[src/rtl/ysyx_24100006_memu_pkg.sv]
// Shared memory-unit definitions.
// Holds the MEMU state encoding and the sram_read_write / Mem_Mask encodings
// that decode and EXE also produce, plus small helpers for alignment checks
// and store-lane formatting.
package ysyx_24100006_memu_pkg;

    typedef enum logic [1:0] {
        ST_IDLE = 2'd0,
        ST_REQ  = 2'd1,
        ST_WAIT = 2'd2,
        ST_DONE = 2'd3
    } memu_state_e;

    // 2'b11 is reserved and behaves like RW_NONE.
    typedef enum logic [1:0] {
        RW_NONE  = 2'b00,
        RW_LOAD  = 2'b01,
        RW_STORE = 2'b10,
        RW_RSVD  = 2'b11
    } sram_rw_e;

    typedef enum logic [2:0] {
        MASK_LB  = 3'b000,
        MASK_LH  = 3'b001,
        MASK_LW  = 3'b010,
        MASK_LBU = 3'b100,
        MASK_LHU = 3'b101
    } mem_mask_e;

    // Access size lives in Mem_Mask[1:0] for both loads and stores.
    localparam logic [1:0] SZ_BYTE = 2'b00;
    localparam logic [1:0] SZ_HALF = 2'b01;
    localparam logic [1:0] SZ_WORD = 2'b10;

    function automatic logic is_misaligned(input logic [2:0] mask, input logic [1:0] a);
        logic mis;
        case (mask[1:0])
            SZ_BYTE: mis = 1'b0;
            SZ_HALF: mis = a[0];
            default: mis = (a != 2'b00);
        endcase
        return mis;
    endfunction

    function automatic logic [3:0] store_strb(input logic [2:0] mask, input logic [1:0] a);
        logic [3:0] s;
        case (mask[1:0])
            SZ_BYTE: s = 4'b0001 << a;
            SZ_HALF: s = 4'b0011 << a;
            default: s = 4'b1111;
        endcase
        return s;
    endfunction

    // Data is replicated across lanes so the strobes alone select the bytes.
    function automatic logic [31:0] store_wdata(input logic [2:0] mask, input logic [31:0] d);
        logic [31:0] w;
        case (mask[1:0])
            SZ_BYTE: w = {4{d[7:0]}};
            SZ_HALF: w = {2{d[15:0]}};
            default: w = d;
        endcase
        return w;
    endfunction

endpackage

[src/rtl/ysyx_24100006_load_align.sv]
// Load alignment and extension (purely combinational).
// Ports:
//   rdata    in  32  word returned by the bus
//   a        in  2   byte offset of the access (addr[1:0])
//   mem_mask in  3   Mem_Mask encoding (LB/LH/LW/LBU/LHU)
//   result   out 32  aligned, sign- or zero-extended load value
module ysyx_24100006_load_align
    import ysyx_24100006_memu_pkg::*;
(
    input  logic [31:0] rdata,
    input  logic [1:0]  a,
    input  logic [2:0]  mem_mask,
    output logic [31:0] result
);

    logic [31:0] shifted;

    always_comb begin
        shifted = rdata >> {a, 3'b000};
        case (mem_mask)
            MASK_LB:  result = {{24{shifted[7]}}, shifted[7:0]};
            MASK_LH:  result = {{16{shifted[15]}}, shifted[15:0]};
            MASK_LW:  result = shifted;
            MASK_LBU: result = {24'h0, shifted[7:0]};
            MASK_LHU: result = {16'h0, shifted[15:0]};
            default:  result = shifted;
        endcase
    end

endmodule

[src/rtl/ysyx_24100006_memu.sv]
// MEM stage unit: takes one instruction from the EXE/MEM register, issues at
// most one bus transaction for it, and hands the result to MEM/WB.
// Ports:
//   clk, reset (async, active-low)
//   in_valid/in_ready        upstream handshake; alu_result_i, sram_read_write_i,
//                            Mem_Mask_i, wdata_gpr_i, sb_i are the instruction
//   flush_i                  kill the instruction held or in flight
//   out_valid/out_ready      downstream handshake; wdata_gpr_o, sb_o,
//                            access_fault_o qualified by out_valid
//   mem_req_*                word-aligned bus request (valid/ready)
//   mem_rsp_*                single-cycle bus response
module ysyx_24100006_memu
    import ysyx_24100006_memu_pkg::*;
#(
    parameter int unsigned SB_W = 48
) (
    input  logic            clk,
    input  logic            reset,
    input  logic            in_valid,
    output logic            in_ready,
    input  logic [31:0]     alu_result_i,
    input  logic [1:0]      sram_read_write_i,
    input  logic [2:0]      Mem_Mask_i,
    input  logic [31:0]     wdata_gpr_i,
    input  logic [SB_W-1:0] sb_i,
    input  logic            flush_i,
    output logic            out_valid,
    input  logic            out_ready,
    output logic [31:0]     wdata_gpr_o,
    output logic [SB_W-1:0] sb_o,
    output logic            access_fault_o,
    output logic            mem_req_valid,
    input  logic            mem_req_ready,
    output logic            mem_req_wen,
    output logic [31:0]     mem_req_addr,
    output logic [31:0]     mem_req_wdata,
    output logic [3:0]      mem_req_wstrb,
    input  logic            mem_rsp_valid,
    input  logic [31:0]     mem_rsp_rdata,
    input  logic            mem_rsp_err
);

    memu_state_e     state_q, state_d;
    logic [31:0]     addr_q, addr_d;
    logic [1:0]      rw_q, rw_d;
    logic [2:0]      mask_q, mask_d;
    logic [31:0]     wdata_q, wdata_d;
    logic [SB_W-1:0] sb_q, sb_d;
    logic [31:0]     result_q, result_d;
    logic            fault_q, fault_d;
    logic            kill_q, kill_d;

    logic            accept;
    logic            is_mem;
    logic [31:0]     load_data;

    ysyx_24100006_load_align u_load_align (
        .rdata    (mem_rsp_rdata),
        .a        (addr_q[1:0]),
        .mem_mask (mask_q),
        .result   (load_data)
    );

    // State register
    always_ff @(posedge clk or negedge reset) begin
        if (!reset) begin
            state_q  <= ST_IDLE;
            addr_q   <= '0;
            rw_q     <= '0;
            mask_q   <= '0;
            wdata_q  <= '0;
            sb_q     <= '0;
            result_q <= '0;
            fault_q  <= 1'b0;
            kill_q   <= 1'b0;
        end else begin
            state_q  <= state_d;
            addr_q   <= addr_d;
            rw_q     <= rw_d;
            mask_q   <= mask_d;
            wdata_q  <= wdata_d;
            sb_q     <= sb_d;
            result_q <= result_d;
            fault_q  <= fault_d;
            kill_q   <= kill_d;
        end
    end

    // Next-state logic
    always_comb begin
        state_d  = state_q;
        addr_d   = addr_q;
        rw_d     = rw_q;
        mask_d   = mask_q;
        wdata_d  = wdata_q;
        sb_d     = sb_q;
        result_d = result_q;
        fault_d  = fault_q;
        kill_d   = kill_q;
        accept   = 1'b0;
        is_mem   = (sram_read_write_i == RW_LOAD) || (sram_read_write_i == RW_STORE);

        case (state_q)
            ST_IDLE: begin
                if (!flush_i && in_valid) accept = 1'b1;
            end
            ST_REQ: begin
                // A flush cannot withdraw an issued request; remember it instead.
                if (flush_i) kill_d = 1'b1;
                if (mem_req_ready) state_d = ST_WAIT;
            end
            ST_WAIT: begin
                if (mem_rsp_valid) begin
                    if (kill_q || flush_i) begin
                        state_d = ST_IDLE;
                        kill_d  = 1'b0;
                    end else begin
                        state_d  = ST_DONE;
                        result_d = (rw_q == RW_LOAD) ? load_data : wdata_q;
                        fault_d  = mem_rsp_err;
                    end
                end else if (flush_i) begin
                    kill_d = 1'b1;
                end
            end
            ST_DONE: begin
                if (flush_i) begin
                    state_d = ST_IDLE;
                end else if (out_ready) begin
                    state_d = ST_IDLE;
                    if (in_valid) accept = 1'b1;
                end
            end
            default: state_d = ST_IDLE;
        endcase

        // Accept overrides the release path above so DONE can refill in one cycle.
        if (accept) begin
            addr_d  = alu_result_i;
            rw_d    = sram_read_write_i;
            mask_d  = Mem_Mask_i;
            wdata_d = wdata_gpr_i;
            sb_d    = sb_i;
            kill_d  = 1'b0;
            if (is_mem) begin
                if (is_misaligned(Mem_Mask_i, alu_result_i[1:0])) begin
                    state_d  = ST_DONE;
                    fault_d  = 1'b1;
                    result_d = (sram_read_write_i == RW_STORE) ? wdata_gpr_i : '0;
                end else begin
                    state_d = ST_REQ;
                    fault_d = 1'b0;
                end
            end else begin
                state_d  = ST_DONE;
                fault_d  = 1'b0;
                result_d = wdata_gpr_i;
            end
        end
    end

    // Outputs
    always_comb begin
        in_ready       = (state_q == ST_IDLE) || ((state_q == ST_DONE) && out_ready);
        out_valid      = (state_q == ST_DONE);
        wdata_gpr_o    = result_q;
        sb_o           = sb_q;
        access_fault_o = fault_q;
        mem_req_valid  = (state_q == ST_REQ);
        mem_req_wen    = (rw_q == RW_STORE);
        mem_req_addr   = {addr_q[31:2], 2'b00};
        mem_req_wdata  = store_wdata(mask_q, wdata_q);
        mem_req_wstrb  = mem_req_wen ? store_strb(mask_q, addr_q[1:0]) : 4'b0000;
    end

endmodule
[config.mk]
export PLATFORM = sky130hd
export DESIGN_NAME = ysyx_24100006_memu
export DESIGN_NICKNAME = d
export VERILOG_FILES = /design/src/rtl/ysyx_24100006_memu_pkg.sv /design/src/rtl/ysyx_24100006_load_align.sv /design/src/rtl/ysyx_24100006_memu.sv
export SDC_FILE = /design/constraint.sdc
export NUM_CORES = 1
export LEC_CHECK = 0
export ABC_AREA = 1
export ABC_CLOCK_PERIOD_IN_PS = 2300
export BUFFER_PORTS_ARGS = -buffer_cell sky130_fd_sc_hd__buf_2
export CAP_MARGIN = 20
export CORE_AREA = 3 3 132 134
export DETAILED_ROUTE_END_ITERATION = 16
export DIE_AREA = 0 0 135 137
export PLACE_DENSITY_LB_ADDON = 0.3
export SLEW_MARGIN = 20
export SYNTH_ARGS = -nofsm -noshare
export SYNTH_HDL_FRONTEND = slang
export SYNTH_SLANG_ARGS = --single-unit
[constraint.sdc]
create_clock -name clk -period 2.3 [get_ports clk]
set_input_delay 0.115 -clock clk [delete_from_list [all_inputs] [get_ports clk]]
set_output_delay 0.115 -clock clk [all_outputs]
set_load 0.01 [all_outputs]
==> results.md <==
- Routed vias: 8762
- Row Count: 47
- Yosys top cell area share: 0.470
- Drt drc: 0
- Reg clk slew, reported paths: 70 ps
- Area leader, netlist: dfrtp_1
- DRT Wirelength: 28700 um
- H-tree Lvls: 4
- Setup CP Type: reg -> reg
- Final Skew: 9.09 ps
- Hold Path Class: in -> reg
- Rel. slew slack: 0.502
- CP bufs+invs: 4
- R2R depth: 11
- Initial Utilization: 0.497
- Worst-path maximum fanout: 27
- Top FF cell, synth: dfrtp_1
- Post-route insts no fill: 1724
- Reg-to-reg setup timing slack: 220 ps
- GRT Overall Usage: 0.310
- Synthesized instance count: 1127
- Period utilization: 0.903
- Antenna violations before repair: 0
- Crit. End Element: flip-flop
- Largest net degree at the start of global routing: 122
- Dpl hpwl: 19600 um
- Hold violation count in the final report: 0
- Min Tclk post-route: 2080 ps
- Total number of yosys warnings: 0
- Most common cell in the netlist: nand2_1
- Hold Startpoint: mem_rsp_err
- Largest stage delay, worst path: 410 ps
- GP Congestion: 0.922
- Arrival time worst endpoint: 2390 ps
- Total grt overflow: 0
- Final setup TNS: 0 ps
- Reg-to-Reg Start: state_q[0]
- DR iter-0 viols: 812
- Clock root cell: clkbuf_16
- PD cells: 1340 mW/mm2
- Peak VDD IR: 703 uV
- Max-Cap Viols: 0
- Slew @ Worst Pin: 747 ps
- Antenna Nets Post-Route: 0
- CP Cell Sequence: inv_1 > ha_1 > nor3b_2 > nand2_2 > inv_6 > o21ai_2 > buf_12 > o21ai_1 > inv_2 > nand2_1 > nand2_1
- Port Buffer Count: 307
- Pre-antenna DRT Iters: 5
- Post-synth EDFFs: 0
- Share of cells above drive strength 1: 0.269
- Max Slew Vio Count: 0
- FMAX: 481 MHz
- Total stage count of the critical path: 11
- Avg Cell Area, Syn: 7.23 um2
- Min-Delay Path Depth: 4
- Reg-to-reg critical path endpoint: wdata_gpr_o[19]
- CTS Buffer Depth: 2
- Post-CTS setup buffers: 0
- Pleak: 6.32 nW
- Vias/cell: 5.08
- First-pass GRT wire length: 44600 um
- Library cells used by synthesis: 31
- Most common cell on crit path: nand2_1
- # IOs: 310
- Die height: 137 um
- Total die area: 0.0185 mm2
- TritonCTS Buffers: 17
- Clock latency on the worst-skew pair: 430 ps
- Outcome: finished, final reports clean
- Antenna cells: 0
- Core footprint: 0.0164 mm2
- CP Data Required Time: 2610 ps
- Synth top area cells: dfrtp_1, nand2_1, nand3_1
- Slowest stage cell, crit path: dfrtp_1
- Most instantiated cells after synthesis: nand2_1, dfrtp_1, nand3_1
- Asr flop ratio synth: 1.00
- Seq/Total Area, Yosys: 0.470
- Die Width: 135 um
- RSZ-0062 raised after global routing: no
- Post-Place Cells: 1573
- WL per Instance: 16.6 um
- Cell Area, Synth: 0.00815 mm2
- Layout area overhead: 39.4%
- Final setup fails: 0
- CTS sink cnt: 153
- Fin nets: 1653
- CTS tree: yes
- Hold path endpoint: access_fault_o
- Yosys reg bits: 153
- Startpoint type of the worst setup path: flip-flop
- Vias in the first global route: 8621
- Largest delay share family, worst path: buffers and inverters
-- sequential cells by signal, indices dropped and copies added (netlist names) --
register        cells
sb_o               48
wdata_gpr_o        32
addr_q             32
rw_q                2
wdata_q            32
access_fault_o      1
state_q             2
kill_q              1
mask_q              3
-- per-layer routing --
layer	up-vias	share of wire	track usage
li1	4209	-	-
met1	4083	0.38	0.383
met2	412	0.50	0.528
met3	58	0.089	0.0710
met4	0	0.032	0.124
met5	-	0	0
-- tightest hold or removal path, cell delays in order --
cell      delay (ps)
buf_2             80
o21ai_1           60
o21bai_1         150
nand2_1           60
-- cell usage in the layout (no fill, tap or decap), drive strengths merged, types with 2 or more instances in the layout --
cell and n:
nor2 23, dfrtp 153, o21ai 95, nand3 86
inv 85, clkbuf 17, nand2 547, conb 2
buf 329, clkinv 3, dlygate4sd3 119, a21oi 21
or2 3, ha 5, bufinv 2, o221ai 8
-- repair_timing --
action / CTS / global route
gates resized for setup: 0 / 0
hold endpoints to repair: 218 / 0
hold buffers: 119 / 0
-- cell families after synthesis --
| group | after synthesis | synth area share |
|---|---|---|
| buffers and inverters | 180 | 0.114 |
| and+or+nand+nor | 660 | 0.323 |
| AOI/OAI and AO/OA | 128 | 0.0846 |
| other | 1 | 0.000460 |
| DFF | 153 | 0.470 |
| adders and majority gates | 5 | 0.00768 |
-- worst max path at each step --
stage | startpoint | end
6_report | state_q[0] | wdata_gpr_o[19]
5_1_grt | state_q[0] | wdata_gpr_o[14]
4_1_cts | mask_q[0] | mem_req_wdata[8]
3_5_place_dp | state_q[0] | wdata_gpr_o[19]
3_3_place_gp | state_q[0] | wdata_gpr_o[24]
2_1_floorplan | state_q[0] | wdata_gpr_o[30]
-- final cells by class --
class                      instances  area, um2
sequential                       153       3830
clock inverter                    15        178
inverter                          76        295
clock buffer                      17        425
fill                            1380       5050
multi-input combinational        795       3400
tap                              220        275
timing repair buffer             448       2960
-- power breakdown --
part           leakage [nW]  switching (mW)  total [mW]  internal, mW
sequential             1.89           0.795        4.76          3.96
combinational          4.14            4.79        7.59          2.80
clock                 0.299            1.28        2.93          1.65
total                  6.32            6.86        15.3          8.41
-- per-stage QoR --
step / total power [mW] / setup WS, ps / util / hold WS, ps / cell area (um2)
CTS: 15.2 / 236 / 0.692 / 49.1 / 11400
finish: 15.3 / 222 / 0.692 / 70.8 / 11400
detailed placement: 12.1 / 261 / 0.583 / 191 / 9570
global route: 16.3 / 51.9 / 0.692 / 93.6 / 11400
floorplan: 9.52 / 627 / - / -181 / 8150
global placement: 11.9 / 352 / 0.583 / 175 / 9570
No activity file was read; power rests on OpenSTA's default activity.
